--- config.mk ---
export PLATFORM = sky130hd
export DESIGN_NAME = tim_arbiter
export DESIGN_NICKNAME = d
export VERILOG_FILES = /design/src/rtl/tim_arbiter_pkg.sv /design/src/rtl/tim_arbiter_buffer.sv /design/src/rtl/tim_arbiter.sv
export SDC_FILE = /design/constraint.sdc
export NUM_CORES = 1
export LEC_CHECK = 0
export CORE_MARGIN = 2
export CORE_UTILIZATION = 41
export DETAILED_ROUTE_END_ITERATION = 7
export PLACE_DENSITY_LB_ADDON = 0.05
export REMOVE_ABC_BUFFERS = 1
export SETUP_SLACK_MARGIN = 0.1
export SYNTH_ARGS = -nofsm -noshare
export SYNTH_HDL_FRONTEND = slang
export SYNTH_SLANG_ARGS = --single-unit
--- constraint.sdc ---
create_clock -name clk -period 2 [get_ports clk]
set_clock_uncertainty 0.15 [all_clocks]
set_input_delay 0.2 -clock clk [delete_from_list [all_inputs] [get_ports clk]]
set_output_delay 0.2 -clock clk [all_outputs]
set_load 0.005 [all_outputs]
--- src/rtl/tim_arbiter_pkg.sv ---
// tim_arbiter_wires: shared types and constants for the itim/dtim memory-port
// arbiter.
//   mem_in_type      request record (controller memory side -> memory)
//   mem_out_type     response record (memory -> controller memory side)
//   arb_state_type   arbiter states IDLE / SERVE_I / SERVE_D
//   tim_arb_buf_type one-entry per-side request buffer
//   tim_arb_reg_type registered arbiter state (state + last served side)
package tim_arbiter_wires;

  typedef struct packed {
    logic        mem_valid;
    logic        mem_instr;
    logic        mem_fence;
    logic [31:0] mem_addr;
    logic [31:0] mem_wdata;
    logic [3:0]  mem_wstrb;
  } mem_in_type;

  typedef struct packed {
    logic        mem_ready;
    logic [31:0] mem_rdata;
  } mem_out_type;

  typedef enum logic [1:0] {
    IDLE    = 2'd0,
    SERVE_I = 2'd1,
    SERVE_D = 2'd2
  } arb_state_type;

  typedef enum logic {
    SIDE_I = 1'b0,
    SIDE_D = 1'b1
  } side_type;

  typedef struct packed {
    logic        full;
    logic [31:0] addr;
    logic [31:0] wdata;
    logic [3:0]  wstrb;
    logic        instr;
    logic        fence;
  } tim_arb_buf_type;

  typedef struct packed {
    arb_state_type state;
    side_type      last;
  } tim_arb_reg_type;

  localparam tim_arb_buf_type init_buf     = '0;
  localparam mem_in_type      init_mem_in  = '0;
  localparam mem_out_type     init_mem_out = '0;
  localparam tim_arb_reg_type init_reg     = '{state: IDLE, last: SIDE_I};

  // Present a buffered request on the memory port; valid mirrors occupancy.
  function automatic mem_in_type buf_to_req(input tim_arb_buf_type b);
    mem_in_type req;
    req.mem_valid = b.full;
    req.mem_instr = b.instr;
    req.mem_fence = b.fence;
    req.mem_addr  = b.addr;
    req.mem_wdata = b.wdata;
    req.mem_wstrb = b.wstrb;
    return req;
  endfunction

endpackage

--- src/rtl/tim_arbiter_buffer.sv ---
// tim_arbiter_buffer: one-entry request holding register for one arbiter side.
//   clk    clock
//   rst    synchronous active-low reset (empties the buffer)
//   req    request from the controller memory side (valid held until ready)
//   clear  transaction for this side completed this cycle
//   buffer captured request with full flag
module tim_arbiter_buffer
  import tim_arbiter_wires::*;
(
  input  logic            clk,
  input  logic            rst,
  input  mem_in_type      req,
  input  logic            clear,
  output tim_arb_buf_type buffer
);

  tim_arb_buf_type b;

  // Clear wins over capture: the requester still holds valid for the request
  // being completed, so it must not be re-captured in its own ready cycle.
  always_ff @(posedge clk) begin
    if (!rst) begin
      b <= init_buf;
    end else if (clear) begin
      b <= init_buf;
    end else if (req.mem_valid && !b.full) begin
      b.full  <= 1'b1;
      b.addr  <= req.mem_addr;
      b.wdata <= req.mem_wdata;
      b.wstrb <= req.mem_wstrb;
      b.instr <= req.mem_instr;
      b.fence <= req.mem_fence;
    end
  end

  assign buffer = b;

endmodule

--- src/rtl/tim_arbiter.sv ---
// tim_arbiter: shares one backing-memory port between the itim and dtim
// controllers. One outstanding request is latched per side; the port is granted
// round-robin (or with fixed data priority) and held until mem_ready, whose
// response is forwarded combinationally to the owning side only.
//   fixed_prio  0: round-robin on ties, 1: data side wins ties
//   clk, rst    clock, synchronous active-low reset
//   imem_in     request from itim controller   imem_out  response to itim
//   dmem_in     request from dtim controller   dmem_out  response to dtim
//   mem_in      request to backing memory      mem_out   response from memory
module tim_arbiter
  import tim_arbiter_wires::*;
#(
  parameter bit fixed_prio = 1'b0
) (
  input  logic        clk,
  input  logic        rst,
  input  mem_in_type  imem_in,
  output mem_out_type imem_out,
  input  mem_in_type  dmem_in,
  output mem_out_type dmem_out,
  output mem_in_type  mem_in,
  input  mem_out_type mem_out
);

  tim_arb_buf_type ibuf;
  tim_arb_buf_type dbuf;
  logic            clear_i;
  logic            clear_d;
  logic            pend_i;
  logic            pend_d;
  tim_arb_reg_type r;
  tim_arb_reg_type rin;

  tim_arbiter_buffer u_ibuf (
    .clk    (clk),
    .rst    (rst),
    .req    (imem_in),
    .clear  (clear_i),
    .buffer (ibuf)
  );

  tim_arbiter_buffer u_dbuf (
    .clk    (clk),
    .rst    (rst),
    .req    (dmem_in),
    .clear  (clear_d),
    .buffer (dbuf)
  );

  always_comb begin
    rin      = r;
    mem_in   = init_mem_in;
    imem_out = init_mem_out;
    dmem_out = init_mem_out;
    clear_i  = 1'b0;
    clear_d  = 1'b0;
    // IDLE looks at the incoming valid as well as the buffer: the buffer
    // captures at the same edge the state enters SERVE, so the request is
    // on the memory port one cycle after it is first seen.
    pend_i   = ibuf.full | imem_in.mem_valid;
    pend_d   = dbuf.full | dmem_in.mem_valid;

    case (r.state)
      IDLE: begin
        if (pend_i && pend_d) begin
          if (fixed_prio || r.last == SIDE_I) begin
            rin.state = SERVE_D;
          end else begin
            rin.state = SERVE_I;
          end
        end else if (pend_d) begin
          rin.state = SERVE_D;
        end else if (pend_i) begin
          rin.state = SERVE_I;
        end
      end

      SERVE_I: begin
        mem_in = buf_to_req(ibuf);
        if (mem_out.mem_ready) begin
          imem_out  = mem_out;
          clear_i   = 1'b1;
          rin.last  = SIDE_I;
          rin.state = dbuf.full ? SERVE_D : IDLE;
        end
      end

      SERVE_D: begin
        mem_in = buf_to_req(dbuf);
        if (mem_out.mem_ready) begin
          dmem_out  = mem_out;
          clear_d   = 1'b1;
          rin.last  = SIDE_D;
          rin.state = ibuf.full ? SERVE_I : IDLE;
        end
      end

      default: begin
        rin.state = IDLE;
      end
    endcase
  end

  always_ff @(posedge clk) begin
    if (!rst) begin
      r <= init_reg;
    end else begin
      r <= rin;
    end
  end

endmodule
==> results of run 1 <==
synthesized netlist by cell type:
master	count	area share [%]
nand2b_1	2	0.19
o22ai_1	1	0.094
o21a_1	1	0.11
nand3b_1	1	0.11
buf_2	49	3.7
nor2b_1	73	6.9
a21oi_1	141	11
dfxtp_1	145	44
a22oi_1	72	8.1
nor4b_2	1	0.23
a31oi_1	1	0.094
ha_1	4	0.75
and3_1	64	6.0
o21ai_0	1	0.075
nor2_1	5	0.28
a31oi_4	1	0.32
buf_6	1	0.17
o21ba_1	1	0.15
inv_1	4	0.23
o21ai_1	1	0.075
clkbuf_1	34	1.9
nand2_1	286	16
a21boi_0	1	0.11
layer usage:
metal  global-route usage [%]  vias up  share of wire, %
met4                    12.20        0               4.2
met5                        0        -                 0
li1                         -     3722                 -
met2                    50.91      392                50
met1                    34.71     3885                39
met3                    7.253       86               6.9
cell usage in the layout (no fill, tap or decap), types with 4 or more instances in the layout:
cell             instances
a21oi_1                 71
a21oi_2                 67
a22oi_2                 71
and3_1                  17
and3_4                  47
buf_12                  31
buf_16                   9
buf_2                   77
buf_4                   19
buf_6                   78
buf_8                   10
clkbuf_1                 4
clkbuf_16               26
clkbuf_2                15
clkbuf_8                 4
clkdlybuf4s50_1        176
clkinv_2                 5
dfxtp_1                143
nand2_1                282
nor2_1                   4
nor2b_1                 70
logic make-up (layout without fill, tap and decap cells):
kind of cell / after synthesis / count (layout) / synth area share (%)
AND/OR/NAND/NOR: 432 / 433 / 29.83
other: 0 / 2 / 0
buffers and inverters: 88 / 459 / 6.001
adder cells (fa/ha/maj): 4 / 4 / 0.7525
AO/OA/AOI/OAI: 221 / 221 / 19.77
flip-flops: 145 / 145 / 43.64
registers in the layout, summed over array words and instances, names as in the netlist:
register and flops:
r 3, u_dbuf.buffer 71, u_ibuf.buffer 71
timing repair:
item                                    in CTS  in global routing
gates cloned                                 9                 12
endpoints found under the setup margin     137                267
pin swaps                                   47                 43
gates resized for setup                    618                253
setup buffers                               45                 14
area by class of cell:
| type | instances | area (sq um) | area share (%) |
|---|---|---|---|
| clock buffers | 25 | 495.5 | 3.932 |
| well taps | 216 | 270.3 | 2.145 |
| flip-flops and latches | 145 | 2905 | 23.06 |
| clock inverters | 6 | 55.05 | 0.4369 |
| repair buffers | 424 | 4487 | 35.61 |
| multi-input cells | 658 | 4362 | 34.62 |
| inverters | 4 | 20.02 | 0.1589 |
| diodes | 2 | 5.005 | 0.03972 |
critical path: cells and delay by family, from the launching register on:
family          cells  cell delay (ps)
compound gates      1              190
simple gates        1               80
flops               1              340
fa+ha+maj           1              180
buf+inv             6              690
stage by stage:
step	total power [mW]	cell area, sq um	setup WS (ps)	util (%)
2_1_floorplan	4.793	6267	-1928	-
3_3_place_gp	6.628	10240	-72.02	64.44
3_5_place_dp	6.673	10240	-64.21	64.44
4_1_cts	11.28	11630	-244.4	73.21
5_1_grt	12.53	12600	-294.9	79.32
6_report	12.08	12600	-241.8	79.32
power breakdown:
| part | switching [mW] | leakage (nW) | internal [mW] |
|---|---|---|---|
| Combinational | 2.50 | 3.42 | 3.22 |
| Sequential | 0.196 | 1.19 | 3.16 |
| Clock | 1.18 | 0.277 | 1.82 |
| Total | 3.88 | 4.89 | 8.20 |
final timing paths:
kind                                   startpoint  cells past startpoint                end  slack (ps)
worst max-delay path                         r[1]                      9         mem_in[27]        -240
worst min-delay path                   imem_in[4]                      3   u_ibuf.buffer[6]         170
worst max register to register               r[1]                     11  u_dbuf.buffer[13]         -20
worst min register to register  u_ibuf.buffer[17]                      2  u_ibuf.buffer[17]         310
==> results.tsv, run 1 <==
stage	metric	value	unit
sta	Period Utilization, post-route	112.1	%
sta	unrepaired setup endpoints after global routing	yes	
clock_network	Root Driver	clkbuf_16	
die	full die area	0.01726	sq mm
clock_network	CTS tree	done	
sta	WHS	165.5	ps
clock_network	CTS Hold Bufs	0	
routing	Final Routed Wirelength	29390	um
clock_network	CTS buffer count	17	
cells_and_area	area delta synth->final	89.43	%
cells_and_area	fill count	1061	
critical_path	CP Launch Type	flip-flop	
clock_network	Clock Path Buffers	2	
global_routing	Total Routing Usage GR	29.37	%
sta	Rel. slew slack	58.41	%
yosys	synth warn	0	
critical_path	crit path max fanout	5	
routing	post-route ant nets	0	
yosys	Distinct cells, synth	23	
global_routing	initial antenna violation count	2	
placement	dpl hpwl	16160	um
sta	Fmax	446.1	MHz
die	core box area	0.01589	sq mm
yosys	#FFs+latches synth	145	
placement	routability cong.	0.8891	
pwr	leakage	4.891	nW
die	Site Rows	46	
die	Initial Util	41.87	%
sta	Final Critical Period	2242	ps
critical_path	Most common cell on crit path	buf_6	
routing	DR iter-0 viols	520	
routing	# DRC	0	
routing	first-pass detailed-route iteration total	6	
cells_and_area	fraction of layout cells with a size suffix above 1	38.51	%
die	I/O pin cnt	314	
sta	Final Hold Fails	0	
yosys	Post-Synthesis Cells	890	
yosys	Synth Cell Area	0.006651	sq mm
cells_and_area	Cell Count, Final, Fillers Out	1480	
critical_path	critical path data required time	1650	ps
sta	max-slew violations	0	
critical_path	Crit. End Element	primary output	
global_routing	Overflow after GRT	0	
clock_network	CTS H-tree depth	4	
hold_path	Min-Delay Path Class	primary input to flip-flop	
die	die width	131.4	um
placement	Placed Cells	1375	
routing	DR WL/cell	19.86	um
global_routing	largest net degree at the start of global routing	71	
sta	Setup violations, final	136	
global_routing	global-route wire length before repair	40150	um
sta	Slew @ Worst Pin	621.9	ps
critical_path	slowest CP cell	dfxtp_2	
status	failing checks	setup timing	
sta	Final WS setup	-241.8	ps
status	status	finished, violations left	
critical_path	Worst Path Arrival	1890	ps
clock_network	Skew-Pair Late Insertion Delay	430	ps
global_routing	vias in the first global route	7275	
die	Die H	131.4	um
pwr	Power Density	958.8	mW/mm^2
clock_network	clk slew on worst S/H paths	60	ps
yosys	Avg Cell Area, Syn	7.473	sq um
clock_network	count of clock tree sinks	145	
pwr	worst vdd ir	0.0006069	V
placement	number of buffers added on ports	313	
sta	setup TNS	-16140	ps
routing	via/cell ratio	5.463	
routing	total number of vias	8085	
cells_and_area	fin nets	1431	
critical_path	Largest stage delay, worst path	340	ps
yosys	Seq/Total Area, Yosys	43.64	%
critical_path	worst path cell trace	buf_6 > inv_6 > ha_4 > buf_12 > buf_8 > buf_6 > a22oi_2 > nor2b_1 > buf_2	
critical_path	crit path kind	flip-flop to primary output	
flow_run	Max Cap Violations	0	
Note: power is estimated with default switching activity, not from simulation.
==> inputs of run 2 (changes only) <==
Settings changed: SKIP_CTS_REPAIR_TIMING set to 1.
==> results.tsv, run 2 (synthesized netlist as in run 1, its figures left out) <==
stage	metric	value	unit	change
status	status	finished, violations left		
status	failing checks	setup timing		
clock_network	Skew-Pair Late Insertion Delay	420	ps	about the same
cells_and_area	fraction of layout cells with a size suffix above 1	27.92	%	-11 points
routing	first-pass detailed-route iteration total	5		-1
critical_path	R2R cell count	9		-2
die	full die area	0.01726	sq mm	unchanged
critical_path	crit path max fanout	5		unchanged
critical_path	FF-to-FF Start	r[2]		
sta	Period Utilization, post-route	116.8	%	+4.7 points
cells_and_area	fill count	1274		+20%
clock_network	CTS buffer count	17		unchanged
clock_network	CTS tree	done		
sta	Setup violations, final	118		-13%
sta	Rel. slew slack	76.26	%	+18 points
die	core box area	0.01589	sq mm	unchanged
clock_network	Root Driver	clkbuf_16		
sta	Final WS setup	-335.4	ps	-93.55 ps
sta	Final Critical Period	2335	ps	+93.55 ps
critical_path	R2R Setup Slk	0	ps	+20 ps
cells_and_area	fin area	0.01171	sq mm	-7.1%
placement	dpl hpwl	16160	um	unchanged
routing	via/cell ratio	5.185		-5.1%
routing	post-route ant nets	0		unchanged
routing	# DRC	0		unchanged
cells_and_area	most common cell after layout, fill and taps aside	nand2_1		
sta	Slew @ Worst Pin	356.1	ps	-265.9 ps
die	Site Rows	46		unchanged
clock_network	clk slew on worst S/H paths	60	ps	about the same
pwr	worst vdd ir	0.0005777	V	-4.8%
hold_path	Min-Delay Path Class	primary input to flip-flop		
pwr	Power Density	947.0	mW/mm^2	-1.2%
sta	max-slew violations	0		unchanged
sta	setup TNS	-14030	ps	+2107 ps
pwr	leakage	4.991	nW	+2.0%
routing	DR WL/cell	17.90	um	-9.9%
cells_and_area	fin util	73.72	%	-5.6 points
die	Initial Util	41.87	%	unchanged
sta	Fmax	428.2	MHz	-4.0%
cells_and_area	most frequent cells in the layout	283 x nand2_1, 177 x clkdlybuf4s50_1, 143 x dfxtp_1		
critical_path	Worst Path Arrival	1990	ps	+100 ps
critical_path	Crit. End Element	primary output		
pwr	Int Pwr	7.614	mW	-7.2%
placement	Placed Cells	1375		unchanged
flow_run	Max Cap Violations	0		unchanged
critical_path	CP Launch Type	flip-flop		
sta	Final Hold Fails	0		unchanged
global_routing	initial antenna violation count	4		+2
global_routing	vias in the first global route	6685		-8.1%
pwr	part of the power in combinational logic	42.9	%	-4.4 points
global_routing	Total Routing Usage GR	26.26	%	-3.1 points
sta	unrepaired setup endpoints after global routing	yes		
cells_and_area	area delta synth->final	76.05	%	
clock_network	Clock Path Buffers	2		unchanged
clock_network	count of clock tree sinks	145		unchanged
placement	Post-Place Worst Slack	-64.21	ps	unchanged
global_routing	Overflow after GRT	0		unchanged
pwr	NetSw	3.476	mW	-10%
routing	total number of vias	7586		-6.2%
critical_path	worst setup path endpoint	imem_out[19]		
critical_path	Crit Reg-Reg Endpoint	r[2]		
pwr	Clk pwr share	26.9	%	+2.0 points
pwr	Tot Pwr	11.09	mW	-8.2%
placement	number of buffers added on ports	313		unchanged
die	die width	131.4	um	unchanged
global_routing	largest net degree at the start of global routing	71		unchanged
critical_path	Worst Setup SP	r[2]		
die	I/O pin cnt	314		unchanged
cells_and_area	Cell Count, Final, Fillers Out	1463		-1.1%
die	Die H	131.4	um	unchanged
cells_and_area	fin nets	1412		-1.3%
clock_network	CTS H-tree depth	4		unchanged
routing	DR iter-0 viols	375		-28%
critical_path	crit path kind	flip-flop to primary output		
critical_path	critical path data required time	1650	ps	about the same
placement	routability cong.	0.8891		unchanged
placement	Placement Cell Area	0.01024	sq mm	unchanged
pwr	sw frac	31.34	%	-0.76 points
pwr	sequential power share	30.2	%	+2.4 points
routing	Final Routed Wirelength	26180	um	-11%
global_routing	global-route wire length before repair	36180	um	-9.9%
sta	WHS	163.9	ps	-1.576 ps
run 2: how the worst min path moves through the flow:
| stage | start | endpoint | cells past startpoint |
|---|---|---|---|
| 4_1_cts | imem_in[40] | u_ibuf.buffer[42] | 3 |
| 5_1_grt | dmem_in[3] | u_dbuf.buffer[5] | 3 |
| 6_report | dmem_in[66] | u_dbuf.buffer[68] | 3 |
| 3_5_place_dp | u_ibuf.buffer[67] | u_ibuf.buffer[67] | 2 |
| 3_3_place_gp | u_ibuf.buffer[55] | u_ibuf.buffer[55] | 2 |
| 2_1_floorplan | rst | r[2] | 1 |
run 2: routing by layer:
metal	up-vias	track usage, %	share of wire [%]
met2	299	44.88	50
met5	-	0	0
met1	3573	31.26	40
met4	0	11.17	2.9
li1	3670	-	-
met3	44	6.790	6.9
run 2: power groups by stage:
stage	Combinational, mW	Clock, mW	Sequential, mW
6_report	4.76	2.98	3.35
5_1_grt	5.02	3.13	3.38
4_1_cts	3.32	3.02	3.30
3_5_place_dp	3.31	0	3.36
3_3_place_gp	3.28	0	3.35
2_1_floorplan	1.47	0	3.33
run 2: final cells by class:
type | instances | area, sq um | share of cell area (%)
repair buffers | 406 | 4046 | 34.55
multi-input cells | 657 | 3913 | 33.41
flip-flops and latches | 145 | 2905 | 24.81
clock buffers | 25 | 495.5 | 4.231
well taps | 216 | 270.3 | 2.308
clock inverters | 6 | 55.05 | 0.4701
inverters | 4 | 15.01 | 0.1282
diodes | 4 | 10.01 | 0.08548
run 2: critical path, cell delays in order (launching register included):
cell             delay (ps)
dfxtp_2                 330
inv_2                   100
ha_4                    180
buf_8                   140
clkbuf_16               140
and3_1                  160
clkdlybuf4s50_1         510
==> inputs of run 3 (changes only) <==
Settings changed: CAP_MARGIN set to 15, GPL_TIMING_DRIVEN set to 0, HOLD_SLACK_MARGIN set to 0.15.
==> results.tsv, run 3 (synthesized netlist as in run 1, its figures left out) <==
stage	metric	value	unit	change
critical_path	Top Family by Delay on Critical Path	buffers and inverters		
cells_and_area	most frequent cells in the layout	282 x nand2_1, 174 x clkdlybuf4s50_1, 143 x dfxtp_1		
clock_network	Clock Path Buffers	2		unchanged
cells_and_area	fill count	1241		-2.6%
routing	# DRC	0		unchanged
sta	Final WS setup	-244.2	ps	+91.16 ps
die	full die area	0.01726	sq mm	unchanged
cells_and_area	most common cell after layout, fill and taps aside	nand2_1		
placement	Post-Place Worst Slack	-694.0	ps	-629.8 ps
routing	DR iter-0 viols	590		+57%
hold_path	hold depth	3		unchanged
placement	dpl hpwl	14550	um	-9.9%
sta	max-slew violations	0		unchanged
global_routing	Total Routing Usage GR	25.88	%	-0.39 points
pwr	Tot Pwr	12.47	mW	+12%
hold_path	Min-Delay Path Class	primary input to flip-flop		
routing	total number of vias	8039		+6.0%
cells_and_area	Cell Count, Final, Fillers Out	1453		-0.68%
die	core box area	0.01589	sq mm	unchanged
critical_path	slowest CP cell	dfxtp_4		
cells_and_area	fraction of layout cells with a size suffix above 1	27.31	%	-0.61 points
routing	first-pass detailed-route iteration total	5		unchanged
routing	post-route ant nets	0		unchanged
routing	DR WL/cell	22.14	um	+24%
sta	Final Critical Period	2244	ps	-91.16 ps
clock_network	Skew-Pair Late Insertion Delay	420	ps	about the same
critical_path	Largest stage delay, worst path	390	ps	-120 ps
cells_and_area	fin util	73.79	%	about the same
routing	Final Routed Wirelength	32170	um	+23%
clock_network	CTS H-tree depth	4		unchanged
placement	number of buffers added on ports	313		unchanged
placement	routability cong.	0.8437		-5.1%
clock_network	CTS buffer count	17		unchanged
placement	Placement Cell Area	0.009866	sq mm	-3.6%
pwr	leakage	5.066	nW	+1.5%
sta	unrepaired setup endpoints after global routing	yes		
sta	Setup violations, final	94		-20%
hold_path	WHS Endpoint	u_dbuf.buffer[42]		
critical_path	R2R cell count	10		+1
critical_path	crit path max fanout	6		+1
status	failing checks	setup timing		
global_routing	Overflow after GRT	0		unchanged
critical_path	Worst Setup SP	r[2]		
critical_path	Worst Path Arrival	1890	ps	-100 ps
critical_path	CP bufs+invs	5		+1
global_routing	largest net degree at the start of global routing	72		+1.4%
global_routing	initial antenna violation count	4		unchanged
critical_path	CP Launch Type	flip-flop		
clock_network	clk slew on worst S/H paths	60	ps	about the same
global_routing	global-route wire length before repair	35690	um	-1.4%
sta	WHS	175.3	ps	+11.33 ps
cells_and_area	area delta synth->final	76.22	%	about the same
sta	setup TNS	-15860	ps	-1824 ps
critical_path	Crit Reg-Reg Endpoint	r[2]		
clock_network	count of clock tree sinks	145		unchanged
clock_network	Root Driver	clkbuf_16		
die	Site Rows	46		unchanged
critical_path	crit path kind	flip-flop to primary output		
die	Initial Util	41.87	%	unchanged
die	Die H	131.4	um	unchanged
sta	Final Hold Fails	0		unchanged
global_routing	vias in the first global route	6507		-2.7%
pwr	Power Density	1064	mW/mm^2	+12%
sta	Rel. slew slack	14.18	%	-62 points
flow_run	Max Cap Violations	0		unchanged
cells_and_area	fin nets	1402		-0.71%
status	status	finished, violations left		
die	I/O pin cnt	314		unchanged
routing	via/cell ratio	5.533		+6.7%
sta	Fmax	445.6	MHz	+4.1%
critical_path	FF-to-FF Start	r[1]		
sta	Slew @ Worst Pin	1285	ps	+929.1 ps
clock_network	CTS tree	done		
hold_path	hold_sp	dmem_in[40]		
critical_path	Crit. End Element	primary output		
sta	Period Utilization, post-route	112.2	%	-4.6 points
cells_and_area	fin area	0.01172	sq mm	about the same
placement	Placed Cells	1341		-2.5%
pwr	worst vdd ir	0.0006500	V	+13%
critical_path	worst path cell trace	inv_6 > buf_6 > ha_4 > buf_8 > buf_12 > nor2b_1 > buf_2		
critical_path	critical path data required time	1650	ps	about the same
die	die width	131.4	um	unchanged
critical_path	R2R Setup Slk	-200	ps	-200 ps
-- run 3: cell count changes in the layout (fill, tap and decap cells not counted), moves of 16 or more --
cell / previous run / this run
nor2b_4: 2 / 23
a22oi_2: 68 / 50
clkbuf_2: 82 / 66
buf_2: 15 / 46
and3_1: 37 / 59
nor2b_1: 70 / 43
a22oi_1: 4 / 22
and3_4: 27 / 5
-- run 3: worst max path at each step --
stage | end | slack (ps) | depth (start not counted)
2_1_floorplan | u_ibuf.buffer[70] | -1930 | 5
3_3_place_gp | u_ibuf.buffer[70] | -4530 | 5
3_5_place_dp | u_dbuf.buffer[15] | -690 | 6
4_1_cts | mem_in[41] | -1090 | 5
5_1_grt | mem_in[70] | -300 | 7
6_report | mem_in[70] | -240 | 7
-- run 3: power breakdown --
part           switching (mW)  total, mW  internal, mW
Clock                    1.24       3.42          2.18
Combinational            2.72       5.67          2.96
Sequential              0.206       3.37          3.17
-- run 3: cell type report --
type                       count  area, sq um  share of cell area, %
multi-input combinational    664         4070                  34.72
tap                          216        270.3                  2.306
inverter                       4        22.52                 0.1921
antenna                        3        7.507                0.06405
sequential                   145         2910                  24.83
timing repair buffer         389         3810                  32.50
clock buffer                  22        474.2                  4.046
clock inverter                10        156.4                  1.334
-- run 3: worst min-delay path: stages --
cell             delay [ps]
clkdlybuf4s50_1         390
nand2_1                  50
a21oi_1                  50
-- run 3: layer usage --
layer  track usage, %  routed length, um  vias up
met2            44.65              15770      471
met4            9.843               1658        2
met3            7.485               3031      116
li1                 -                  -     3671
met5                0                 13        -
met1            30.43              11690     3779
